## config.mk

```make
export PLATFORM = sky130hd
export DESIGN_NAME = booth_seq_ctrl
export DESIGN_NICKNAME = d
export VERILOG_FILES = /design/src/rtl/booth_pkg.sv /design/src/rtl/booth_iter_counter.sv /design/src/rtl/booth_seq_ctrl.sv
export SDC_FILE = /design/constraint.sdc
export NUM_CORES = 1
export LEC_CHECK = 0
export ABC_AREA = 1
export BUFFER_PORTS_ARGS = -buffer_cell sky130_fd_sc_hd__buf_4
export CORE_AREA = 2 2 39 41
export CTS_CLUSTER_DIAMETER = 100
export DETAILED_ROUTE_END_ITERATION = 12
export DIE_AREA = 0 0 41 43
export PLACE_DENSITY = 0.71
export SKIP_LAST_GASP = 1
export SLEW_MARGIN = 20
export SYNTH_ARGS = -nofsm -noshare
export SYNTH_HDL_FRONTEND = slang
export SYNTH_SLANG_ARGS = --single-unit
```

## constraint.sdc

```tcl
create_clock -name clk -period 3.4 [get_ports clk]
set_input_delay 0.17 -clock clk [delete_from_list [all_inputs] [get_ports clk]]
set_output_delay 0.17 -clock clk [all_outputs]
set_load 0.05 [all_outputs]
```

## src/rtl/booth_pkg.sv

```systemverilog
// Shared definitions for the Booth multiplier controllers: state codes, opcodes
// and the Booth bit-pair decoder.
package booth_pkg;

  localparam logic [2:0] ST_IDLE    = 3'd0;
  localparam logic [2:0] ST_LOAD    = 3'd1;
  localparam logic [2:0] ST_OPERATE = 3'd2;
  localparam logic [2:0] ST_SHIFT   = 3'd3;
  localparam logic [2:0] ST_DONE    = 3'd4;

  localparam logic [1:0] OP_NONE = 2'b00;
  localparam logic [1:0] OP_ADD  = 2'b01;
  localparam logic [1:0] OP_SUB  = 2'b10;

  // bits = {Q[0], Q_-1}: 01 ends a run of ones (add M), 10 starts one (subtract M)
  function automatic logic [1:0] booth_decode(input logic [1:0] bits);
    case (bits)
      2'b01:   return OP_ADD;
      2'b10:   return OP_SUB;
      default: return OP_NONE;
    endcase
  endfunction

endpackage

```

## src/rtl/booth_iter_counter.sv

```systemverilog
// Iteration counter for the Booth sequencer: clear, increment, saturate at WIDTH,
// and flag the last iteration (count + 1 == WIDTH).
module booth_iter_counter #(
  parameter  int unsigned WIDTH = 8,
  localparam int unsigned CW    = $clog2(WIDTH + 1)
) (
  input  logic          clk,
  input  logic          Reset,
  input  logic          clr,
  input  logic          inc,
  output logic [CW-1:0] count,
  output logic          tc
);

  localparam logic [CW-1:0] FULL = CW'(WIDTH);
  localparam logic [CW-1:0] LAST = CW'(WIDTH - 1);

  always_ff @(posedge clk) begin
    if (Reset || clr)
      count <= '0;
    else if (inc && (count != FULL))
      count <= count + CW'(1);
  end

  assign tc = (count == LAST);

endmodule

```

## src/rtl/booth_seq_ctrl.sv

```systemverilog
// Sequencing FSM for the radix-2 Booth multiplier datapath: Load, then WIDTH
// Operate/Shift pairs, then Ready held until the next Start.
module booth_seq_ctrl
  import booth_pkg::*;
#(
  parameter  int unsigned WIDTH = 8,
  localparam int unsigned CW    = $clog2(WIDTH + 1)
) (
  input  logic          clk,
  input  logic          Reset,
  input  logic          Start,
  input  logic          Abort,
  input  logic [1:0]    BoothBits,
  output logic          Ready,
  output logic          Busy,
  output logic          Load,
  output logic          Operate,
  output logic [1:0]    Op,
  output logic          Shift,
  output logic [CW-1:0] Count
);

  logic [2:0] state;
  logic [2:0] state_nxt;
  logic       tc;
  logic       cnt_clr;
  logic       cnt_inc;

  always_ff @(posedge clk) begin
    if (Reset)
      state <= ST_IDLE;
    else
      state <= state_nxt;
  end

  always_comb begin
    state_nxt = state;
    case (state)
      ST_IDLE:    if (Start) state_nxt = ST_LOAD;
      ST_LOAD:    state_nxt = Abort ? ST_IDLE : ST_OPERATE;
      ST_OPERATE: state_nxt = Abort ? ST_IDLE : ST_SHIFT;
      ST_SHIFT:   state_nxt = Abort ? ST_IDLE : (tc ? ST_DONE : ST_OPERATE);
      ST_DONE:    if (Start) state_nxt = ST_LOAD;
      default:    state_nxt = ST_IDLE;
    endcase
  end

  assign Busy    = (state == ST_LOAD) || (state == ST_OPERATE) || (state == ST_SHIFT);
  assign Ready   = (state == ST_DONE);
  assign Load    = (state == ST_LOAD);
  assign Operate = (state == ST_OPERATE);
  assign Shift   = (state == ST_SHIFT);
  assign Op      = Operate ? booth_decode(BoothBits) : OP_NONE;

  // Abort clears the count together with the return to IDLE
  assign cnt_clr = Load || (Busy && Abort);
  assign cnt_inc = Shift && !Abort;

  booth_iter_counter #(.WIDTH(WIDTH)) u_cnt (
    .clk   (clk),
    .Reset (Reset),
    .clr   (cnt_clr),
    .inc   (cnt_inc),
    .count (Count),
    .tc    (tc)
  );

endmodule
```

==> summary.txt, run 1 <==
Status
  • Outcome: finished, final reports clean

Worst setup path
  • Worst Setup Start Kind: register
  • WP data arrival: 1.19 ns
  • CP required: 3.23 ns
  • CP Class: register to output port
  • Crit Path Max Fanout: 4
  • Reg2reg path depth: 7
  • Crit path capture type: output port

Die
  • Die area: 1760 um^2
  • Die W: 41 um
  • Std-Cell Rows: 14
  • Io pins: 17
  • Starting density of the core: 0.330
  • Core box area: 1380 um^2
  • Die height: 43 um

Power
  • Reg power frac: 0.415
  • Switching Power: 64.3 uW
  • Clock power share: 0.355
  • VDD IR max: 0.178 mV
  • Lkg Pwr: 0.304 nW
  • Int Power: 144 uW
  • Comb power frac: 0.229
  • Sw Share: 0.308
  • PwrDens: 335 nW/um^2

Clocking
  • Cts hold-fix bufs: 0
  • Root Driver: clkbuf_4
  • Clock slew at reported path FFs: 0.05 ns
  • Clock buffer count from CTS: 3
  • CTS tree: done
  • CTS resizes: 0
  • CTS sink cnt: 7
  • Max Root-Sink Buffers: 2
  • Clock latency on the worst-skew pair: 0.25 ns
  • Post-CTS Setup Inserts: 0
  • H-tree depth: 1

Routing
  • Routed vias: 515
  • Antenna viol nets, final: 0
  • Remaining DRCs: 0
  • Vias per cell: 4.60
  • Routed WL: 986 um
  • 1st-pass router iterations: 4
  • Initial DRC count: 3
  • Average routed wire per standard cell: 8.80 um

Synth
  • Top post-synthesis cells by area: dfxtp_1 (31%), nand2_1 (19%), inv_1 (8.2%)
  • Synth area leader: dfxtp_1
  • Synth Area in Compound Gates: 0.0767
  • Mapped Cells: 76
  • Post-synthesis adder-cell area fraction: 0.0548
  • Post-Syn Area: 457 um^2
  • Yosys warns: 0
  • Post-synthesis register bit count: 7
  • Synth Area in XOR/XNOR: 0
  • Post-synthesis sequential area ratio: 0.307
  • Synth Area in Simple Gates: 0.447
  • Combinational family with the most area after synthesis: simple AND/OR/NAND/NOR gates
  • Netlist cell types: 14
  • Top cell type's share of synthesized area: 0.307
  • Syn avg cell area: 6.01 um^2
  • Syn Nets: 84
  • Mux cell area share after synthesis: 0

GRT
  • Met3 GRT Util: 0.0314
  • Met2 Use GR: 0.203
  • Total track usage: 0.132
  • GR Layer Usage met1: 0.145
  • Vias in the first global route: 430
  • Grt peak-use layer: met2
  • Antenna violations before repair: 0
  • Global-route wire length before repair: 1.57 mm
  • Grt ovf: 0
  • Pin count of the biggest net entering global routing: 8

STA
  • Max_slew headroom: 0.835
  • RSZ-0062 raised after global routing: false
  • Pins over their slew limit: 0
  • WHS: 0.0908 ns
  • Peak Freq: 733 MHz
  • Minimum clock period: 1.36 ns
  • Final setup fails: 0
  • Final TNS setup: 0 ns
  • Slew @ Worst Pin: 0.247 ns
  • Final worst path period share: 0.401
  • Clk_skew: 0.00186 ns
  • Final hold violations: 0

Place
  • Post-placement cell count: 108
  • PortBufs: 16
  • Dpl hpwl: 813 um
  • GP Congestion: 0.805

Min path
  • Hold path depth: 2
  • Worst min-delay path category: input pin to register

Job
  • Max Cap Viol: 0

Cells and area
  • Layout Cells excl Fill: 112
  • Ant diodes: 0
  • Post-layout util: 0.450
  • Share of cells above drive strength 1: 0.302
  • Synth-to-layout area growth: 36.4%
  • Final net count: 105
through the flow:
step	cell area (um^2)	total power, mW	setup WS [ns]
floorplan	457	0.121	1.65
global placement	597	0.136	2.25
detailed placement	597	0.136	2.20
CTS	623	0.213	2.01
global route	623	0.222	1.95
finish	623	0.209	2.04
power by group through the flow:
| stage | Sequential (mW) | Combinational (mW) | Clock, mW |
|---|---|---|---|
| 2_1_floorplan | 0.0883 | 0.0328 | 0 |
| 3_3_place_gp | 0.0883 | 0.0475 | 0 |
| 3_5_place_dp | 0.0884 | 0.0481 | 0 |
| 4_1_cts | 0.0866 | 0.0481 | 0.0782 |
| 5_1_grt | 0.0868 | 0.0513 | 0.0836 |
| 6_report | 0.0867 | 0.0478 | 0.0741 |
cell families after synthesis:
| logic type | after synthesis |
|---|---|
| AO/OA/AOI/OAI | 7 |
| flip-flops | 7 |
| buffers and inverters | 14 |
| adder cells (fa/ha/maj) | 2 |
| AND/OR/NAND/NOR | 46 |
path summary, 6_finish.rpt:
| kind | startpoint | slack, ns | to |
|---|---|---|---|
| max reg2reg | u_cnt.count[0]$_SDFFE_PP0P_ | 2.21 | u_cnt.count[1]$_SDFFE_PP0P_ |
| max | state[2]$_SDFFE_PP0P_ | 2.04 | Op[1] |
| min | Reset | 0.09 | state[1]$_SDFFE_PP0P_ |
| min reg2reg | u_cnt.count[3]$_SDFFE_PP0P_ | 0.53 | u_cnt.count[3]$_SDFFE_PP0P_ |
flip-flops by register name (all words and copies together), names as in the netlist:
signal and count:
u_cnt.count 4, state 3
synthesized netlist by cell type:
| cell | count |
|---|---|
| nand2_1 | 23 |
| nor2_2 | 3 |
| a21oi_1 | 6 |
| nand3_1 | 5 |
| nor2_1 | 9 |
| dfxtp_1 | 7 |
| nor3_1 | 2 |
| ha_1 | 2 |
| inv_2 | 4 |
| nand2_2 | 2 |
| nor2_4 | 1 |
| o21ai_0 | 1 |
| inv_1 | 10 |
| nand4_1 | 1 |
worst max-delay path: stages (launching register included):
cell and delay, ns:
dfxtp_1 0.33, inv_2 0.09, nand3_1 0.14, nor3_1 0.17, buf_4 0.22
cells in the final DEF (no fill, tap or decap), drive strengths merged:
cell    instances
nor2           13
nand2          25
nor3            2
buf            16
nand4           1
clkbuf          4
a21oi           6
ha              2
inv            14
nand3           5
dfxtp           7
o21ai           1
final cells by class:
class	count	area [um^2]
Tap cell	16	20.0
Sequential cell	7	140
Inverter	14	52.6
Clock buffer	4	26.3
Timing Repair Buffer	16	120
Multi-Input combinational cell	55	264
Fill cell	153	761
layer usage:
| metal | up-vias | wire length [um] |
|---|---|---|
| met5 | - | 0 |
| met4 | 0 | 0 |
| met3 | 0 | 99 |
| met2 | 23 | 481 |
| met1 | 220 | 406 |
| li1 | 272 | - |
Note: power is estimated with default switching activity, not from simulation.
==> run 2, diff against run 1 <==
--- a/config.mk
+++ b/config.mk
@@ -11,7 +11,7 @@
 export CTS_CLUSTER_DIAMETER = 100
 export DETAILED_ROUTE_END_ITERATION = 12
 export DIE_AREA = 0 0 41 43
-export PLACE_DENSITY = 0.71
+export PLACE_DENSITY = 0.73
 export SKIP_LAST_GASP = 1
 export SLEW_MARGIN = 20
 export SYNTH_ARGS = -nofsm -noshare
==> constraint.sdc (replaced) <==
create_clock -name clk -period 1.1 [get_ports clk]
set_input_delay 0.055 -clock clk [delete_from_list [all_inputs] [get_ports clk]]
set_output_delay 0.055 -clock clk [all_outputs]
set_load 0.05 [all_outputs]
==> run 2 against run 1 <==
  * Via count is 9.9% higher
  * Largest power group unchanged
  * Highest routed layer is now met4
  * Hold slack worse by 0.0042 ns
  * Die area stayed put
  * Cell area is 35% higher
  * Core utilization is 16 points higher
  * The flow now finishes with violations (negative setup slack)
  * Register-to-register slack worse by 2.2 ns
==> summary.txt, run 2 (synthesized netlist as in run 1, its figures left out) <==
Status
  • Outcome: finished, violations left (was finished, final reports clean)
  • Failing checks: negative setup slack

Cells and area
  • Top Registers: u_cnt.count: 4 flops, state: 3 flops (unchanged)
  • FILL cells: 125 (was 153)
  • Design area: 838 um^2 (was 623 um^2)
  • Top reg by flops: u_cnt.count (unchanged)
  • Final net count: 111 (was 105)
  • Seq. cell area: 161 um^2 (was 140 um^2)
  • Most common cell after layout, fill and taps aside: nand2_1 (unchanged)
  • Commonest non-fill, non-tap cells in the layout: nand2_1 (17), buf_4 (13), nand2_2 (7), nor2_2 (7), buf_6 (7) (was nand2_1 (23), buf_4 (16), inv_1 (10), nor2_1 (9), dfxtp_1 (7))
  • Area of the multi-input gates: 369 um^2 (was 264 um^2)
  • Synth-to-layout area growth: 83.6% (was 36.4%)
  • Max FFs per register: 4 (unchanged)
  • Layout Cells excl Fill: 118 (was 112)
  • Ant diodes: 0 (unchanged)
  • Share of cells above drive strength 1: 0.637 (was 0.302)

Clocking
  • CTS tree: done (unchanged)
  • Clock buffer count from CTS: 3 (unchanged)
  • Root Driver: clkbuf_4 (unchanged)
  • CTS sink cnt: 7 (unchanged)
  • H-tree depth: 1 (unchanged)
  • Clock slew at reported path FFs: 0.05 ns (about the same)
  • Clock latency on the worst-skew pair: 0.24 ns (was 0.25 ns)
  • Max Root-Sink Buffers: 2 (unchanged)

GRT
  • Antenna violations before repair: 0 (unchanged)
  • Total track usage: 0.142 (was 0.132)
  • Grt ovf: 0 (unchanged)
  • Pin count of the biggest net entering global routing: 8 (unchanged)
  • Vias in the first global route: 463 (was 430)
  • Global-route wire length before repair: 1.67 mm (was 1.57 mm)

Place
  • DP Area: 622 um^2 (was 597 um^2)
  • Dpl hpwl: 796 um (was 813 um)
  • PortBufs: 16 (unchanged)
  • Post-placement cell count: 108 (unchanged)
  • GP Congestion: 0.802 (was 0.805)
  • Post-place setup slack: 0.000559 ns (was 2.20 ns)

Worst setup path
  • R2r setup slk: -0.01 ns (was 2.21 ns)
  • Crit path capture type: output port (unchanged)
  • Crit Path Max Fanout: 4 (unchanged)
  • Worst Setup Start Kind: register (unchanged)
  • Worst Setup EP: Op[1] (unchanged)
  • Critical Path Start: state[2]$_SDFFE_PP0P_ (unchanged)
  • CP required: 1.04 ns (was 3.23 ns)
  • FF-to-FF End: u_cnt.count[0]$_SDFFE_PP0P_ (was u_cnt.count[1]$_SDFFE_PP0P_)
  • CP Class: register to output port (unchanged)
  • WP data arrival: 1.10 ns (was 1.19 ns)
  • Reg2reg path depth: 7 (unchanged)
  • Reg2reg start: state[0]$_SDFFE_PP0P_ (was u_cnt.count[0]$_SDFFE_PP0P_)

Power
  • VDD IR max: 0.636 mV (was 0.178 mV)
  • PwrDens: 844 nW/um^2 (was 335 nW/um^2)
  • Lkg Pwr: 0.367 nW (was 0.304 nW)
  • Pwr Total: 707 uW (was 209 uW)

Die
  • Std-Cell Rows: 14 (unchanged)
  • Die height: 43 um (unchanged)
  • Starting density of the core: 0.330 (unchanged)
  • Core box area: 1380 um^2 (unchanged)
  • Io pins: 17 (unchanged)
  • Die W: 41 um (unchanged)
  • Die area: 1760 um^2 (unchanged)

STA
  • Slew @ Worst Pin: 0.190 ns (was 0.247 ns)
  • Final hold violations: 0 (unchanged)
  • Minimum clock period: 1.15 ns
  • Setup WS post-layout: -0.0539 ns (was 2.04 ns)
  • Final TNS setup: -0.115 ns (was 0 ns)
  • Pins over their slew limit: 0 (unchanged)
  • Peak Freq: 867 MHz
  • RSZ-0062 raised after global routing: true (was false)
  • Final worst path period share: 1.05
  • Max_slew headroom: 0.873 (was 0.835)
  • Final setup fails: 8 (was 0)
  • Clk_skew: 0.00133 ns (was 0.00186 ns)

Job
  • Max Cap Viol: 0 (unchanged)

Routing
  • Initial DRC count: 9 (was 3)
  • Vias per cell: 4.80 (was 4.60)
  • Routed vias: 566 (was 515)
  • Routed WL: 1.29 mm (was 986 um)
  • 1st-pass router iterations: 4 (unchanged)
  • Average routed wire per standard cell: 11.0 um (was 8.80 um)
  • Remaining DRCs: 0 (unchanged)
  • Antenna viol nets, final: 0 (unchanged)

Min path
  • Worst min-delay path category: input pin to register (unchanged)
## run 2: cell count changes in the layout (fill, tap and decap cells not counted), sizes merged
cell	change
dlygate4sd3	+1
buf	+5
## run 2: timing repair
item / 4_1_cts / 5_1_grt
endpoints found under the hold margin: 2 / 0
resized for setup: 12 / 32
pin swaps: 1 / 9
setup buffers: 2 / 3
hold buffers: 1 / 0
setup endpoints to repair: 8 / 11
## run 2: worst min-delay path by stage
stage                     start                    end  slack [ns]  depth (start not counted)
after global routing      Start  state[2]$_SDFFE_PP0P_         0.1                          4
after detailed placement  Reset  state[1]$_SDFFE_PP0P_        0.24                          2
final                     Start  state[2]$_SDFFE_PP0P_        0.09                          4
after floorplan           Reset  state[1]$_SDFFE_PP0P_        0.12                          1
after CTS                 Start  state[2]$_SDFFE_PP0P_        0.08                          4
after global placement    Reset  state[1]$_SDFFE_PP0P_        0.23                          2
## run 2: where the power goes
part / switching (mW) / internal [mW] / leakage (nW)
logic: 0.134 / 0.0858 / 0.291
clock network: 0.0838 / 0.138 / 0.0150
registers: 0.0130 / 0.254 / 0.0615
## run 2: routing by layer
metal	wire [um]	vias up	GRT usage
met4	65	0	0.120
met5	0	-	0
li1	-	288	-
met1	504	257	0.172
met3	34	8	0.0314
met2	690	13	0.200
## run 2: worst max-delay path, cell delays in order (launching register included)
cell and delay [ns]:
dfxtp_4 0.37, inv_6 0.08, nand3_4 0.10, nor3_4 0.13, buf_6 0.18
## run 2: cell type report
| class | count | share of cell area |
|---|---|---|
| multi-input combinational | 55 | 0.440 |
| timing repair buffer | 22 | 0.240 |
| sequential | 7 | 0.193 |
| inverter | 14 | 0.0716 |
| clock buffer | 4 | 0.0313 |
| tap | 16 | 0.0239 |
## run 2: metrics by stage
step,utilization,hold WS (ns)
3_3_place_gp,0.449,0.231
2_1_floorplan,-,0.124
6_report,0.606,0.0867
5_1_grt,0.606,0.0982
4_1_cts,0.515,0.0779
3_5_place_dp,0.449,0.239
